**src/rtl/ram8_pkg.sv**
```systemverilog
// Shared constants and types for the ram8 memory tile.
// Also holds the one-hot address decoder used to steer the write enable.
package ram8_pkg;

  localparam int DATA_W = 16;
  localparam int ADDR_W = 3;
  localparam int DEPTH  = 8;

  typedef logic [DATA_W-1:0] word_t;
  typedef logic [ADDR_W-1:0] addr_t;

  function automatic logic [DEPTH-1:0] decodeOneHot(input addr_t a);
    logic [DEPTH-1:0] sel;
    sel    = '0;
    sel[a] = 1'b1;
    return sel;
  endfunction

endpackage

```
**src/rtl/ram8_word.sv**
```systemverilog
// One storage word of ram8: a DATA_W register with synchronous clear and load enable.
module ram8_word
  import ram8_pkg::*;
#(
  parameter int W = DATA_W
) (
  input  logic         clk,
  input  logic         rst,
  input  logic         load,
  input  logic [W-1:0] in,
  output logic [W-1:0] out
);

  logic [W-1:0] data_q;
  logic [W-1:0] data_d;

  always_comb begin
    data_d = data_q;
    if (load) data_d = in;
  end

  // Clear wins over load, so a write coinciding with reset is dropped.
  always_ff @(posedge clk) begin
    if (rst) data_q <= '0;
    else     data_q <= data_d;
  end

  assign out = data_q;

endmodule

```
**src/rtl/ram8.sv**
```systemverilog
// Eight-word RAM tile: clocked write port, combinational read port, one shared address.
// Optional RAM8_WRITE_BYPASS_EN forwards pending write data straight to out.
module ram8
  import ram8_pkg::*;
#(
  parameter int DATA_W = ram8_pkg::DATA_W
) (
  input  logic              clk,
  input  logic              rst,
  input  logic [DATA_W-1:0] val,
  input  logic              load,
  input  logic [2:0]        address,
  output logic [DATA_W-1:0] out
);

  logic [DEPTH-1:0]  loadSel;
  logic [DATA_W-1:0] wordOut [DEPTH];
  logic [DATA_W-1:0] storedOut;

  always_comb begin
    loadSel = '0;
    if (load) loadSel = decodeOneHot(addr_t'(address));
  end

  for (genvar g = 0; g < DEPTH; g++) begin : gWord
    ram8_word #(
      .W(DATA_W)
    ) uWord (
      .clk (clk),
      .rst (rst),
      .load(loadSel[g]),
      .in  (val),
      .out (wordOut[g])
    );
  end

  assign storedOut = wordOut[address];

`ifdef RAM8_WRITE_BYPASS_EN
  // A write about to land is shown on the read port before the edge.
  always_comb begin
    out = storedOut;
    if (load && !rst) out = val;
  end
`else
  always_comb begin
    out = storedOut;
  end
`endif

endmodule

```
**config.mk**
```make
export PLATFORM = sky130hd
export DESIGN_NAME = ram8
export DESIGN_NICKNAME = d
export VERILOG_FILES = /design/src/rtl/ram8_pkg.sv /design/src/rtl/ram8_word.sv /design/src/rtl/ram8.sv
export SDC_FILE = /design/constraint.sdc
export NUM_CORES = 1
export LEC_CHECK = 0
export ABC_AREA = 1
export CORE_ASPECT_RATIO = 1.1
export CORE_MARGIN = 5
export CORE_UTILIZATION = 45
export CTS_BUF_LIST = sky130_fd_sc_hd__clkbuf_8
export CTS_CLUSTER_SIZE = 10
export DETAILED_ROUTE_END_ITERATION = 8
export PLACE_DENSITY = 0.61
export SYNTH_ARGS = -nofsm -noshare
export SYNTH_HDL_FRONTEND = slang
export SYNTH_SLANG_ARGS = --single-unit
```
**constraint.sdc**
```tcl
create_clock -name clk -period 4.5 [get_ports clk]
set_clock_uncertainty 0.05 [all_clocks]
set_input_delay 1.125 -clock clk [delete_from_list [all_inputs] [get_ports clk]]
set_output_delay 1.125 -clock clk [all_outputs]
set_load 0.005 [all_outputs]
```
==> out/results.txt <==
Cts bufs inserted: 17
RSZ-0062 raised after global routing: no
Critical path class: input port to output pin
Initial DRT Pass Iterations: 5
Reg2Reg Depth: 2
Root Driver: clkbuf_8
CP Capture Type: output pin
Final setup violation count: 0
Final WL: 16800 µm
Global-route wire length before repair: 26900 µm
Hold buffers post-CTS: 0
# nets final: 999
Fin Setup TNS: 0 ns
WL/cell: 14.6 µm
Worst slack, placed: 0.107 ns
Most frequent cells in the layout: nand2_1, nor2_1, dfxtp_1
Period Utilization, post-route: 96.8%
Row cnt: 44
Largest net degree at the start of global routing: 78
GRT busiest layer: met2
Total power: 2.45 mW
Post-Synthesis Cells: 956
Min cycle time layout: 4.35 ns
Clk slew on worst S/H paths: 0.07 ns
Cell count of the worst hold path: 2
Achievable Freq: 230 MHz
Met3 Track Usage GR: 3.66%
Yosys Warn Count: 0
DR DRC count: 0
Die area: 0.0156 mm²
Vias: 5573
Number of synthesized register bits: 128
Total global-route track usage: 22.1%
Most common library cell in the layout ignoring fill and taps: nand2_1
Worst-skew pair later-pin latency: 0.44 ns
Reg-to-reg setup timing slack: 3.79 ns
Area growth syn-to-layout: 15.0%
Crit Reg-Reg Endpoint: gWord[7].uWord.out[6]
Layout cells sized above 1: 6.16%
Vias per std cell: 4.84
Grt ovf: 0
Initial Util: 45.5%
Core area: 0.0130 mm²
Hold endpoint: gWord[1].uWord.out[6]
Final Hold Fails: 0
Post_cts resized: 0
WHS: 0.415 ns
Max reg flops: 128
Finished Layout Cells: 1151
Detailed Route Iter0 Violations: 489
GR Util met2: 36.6%
Worst rel slew slack: 56.0%
Crit-path max FO: 17
Die height: 130 µm
CP cell instances: clkdlybuf4s50_1, inv_2, nor2_4, nand3_1, nand2_1, inv_1, nand2_1, clkdlybuf4s50_1
Die W: 120 µm
Critical Path Max Stage Delay: 0.65 ns
H-Tree Depth: 4
Worst Hold Class: register to register
IO Count: 38
Routed Antenna Nets: 0
Core Util, Final: 52.3%
Worst vdd ir: 157 µV
Antenna diodes: 0
Final Wtd Congestion: 0.804
Post-Synthesis Net Count: 978
Distinct cells, synth: 15
Final-report max-slew violation count: 0
Vias in the first global route: 5002
Placed instance area: 0.00643 mm²
Required @ worst endpoint: 3.32 ns
R2r startpoint: gWord[7].uWord.out[6]
Worst setup margin: 0.146 ns
Design area: 0.00682 mm²
Sequential-to-total area share from yosys stat: 43.2%
Outcome: finished clean
WP buf/inv: 4
Max cap viols: 0
Placed instance count: 1119
Synthesized area: 0.00594 mm²
Clock tree from TritonCTS: built
CP max stage cell: clkdlybuf4s50_1
Clock Sink Count: 128
Syn_area_per_cell: 6.21 µm²
Port bufs: 37
HP Start: gWord[1].uWord.out[6]
Post CTS Setup Buffer Count: 0
Clk buf depth: 2
Crit-path leading delay family: buffers and inverters
Critical path launch point type: input port
Dpl hpwl: 10400 µm
PwrDens: 359 mW/mm²
Grt met1 use: 30.0%
Initial antenna violation count: 0
Leak Pwr: 3.04 nW
Arrival @ worst endpoint: 3.18 ns
WP depth: 8
Worst slew pin tran: 0.660 ns
## cells in the mapped netlist
master	number	area share, %
nor2_4	2	0.38
nand2_1	284	18
a21oi_1	16	1.3
inv_2	12	0.76
dfxtp_1	128	43
nor2_1	226	14
nand3_1	46	3.9
nand2_2	2	0.21
buf_2	11	0.93
buf_4	3	0.38
o21ai_1	1	0.084
inv_1	77	4.9
nor2_2	1	0.11
o21ai_0	111	9.4
clkbuf_1	36	2.3
## worst reg2reg max path, cell delays in order (launching register included)
cell and delay (ns):
dfxtp_1 0.31, o21ai_0 0.19, nor2_1 0.05
## how the worst max path moves through the flow
| stage | to | start |
|---|---|---|
| after floorplan | out[0] | address[0] |
| after global placement | out[8] | address[2] |
| after detailed placement | out[8] | address[2] |
| after CTS | out[8] | address[2] |
| after global routing | out[0] | address[2] |
| final | out[8] | address[2] |
## report_power, final
| group | internal [mW] | switching, mW |
|---|---|---|
| Sequential | 1.17 | 0.0174 |
| Clock | 0.554 | 0.436 |
| Combinational | 0.100 | 0.175 |
## layer usage
metal / vias to the layer above / part of all wire (%)
li1: 2966 / -
met1: 2481 / 48
met2: 109 / 47
met3: 17 / 4.2
met4: 0 / 1.1
met5: - / 0
## cell families (layout without fill, tap and decap cells)
family / count (synthesis) / count (layout) / share of synthesized area (%)
buf+inv: 139 / 173 / 9.21
simple gates: 561 / 561 / 36.8
flops: 128 / 128 / 43.2
compound gates: 128 / 128 / 10.8
## cell type report
type,count,area (µm²)
multi-input cells,689,2830
flip-flops and latches,128,2560
clock inverters,10,93.8
clock buffers,22,303
inverters,89,334
repair buffers,52,503
well taps,161,201
fillers,1411,6220
Note: power is estimated with default switching activity, not from simulation.
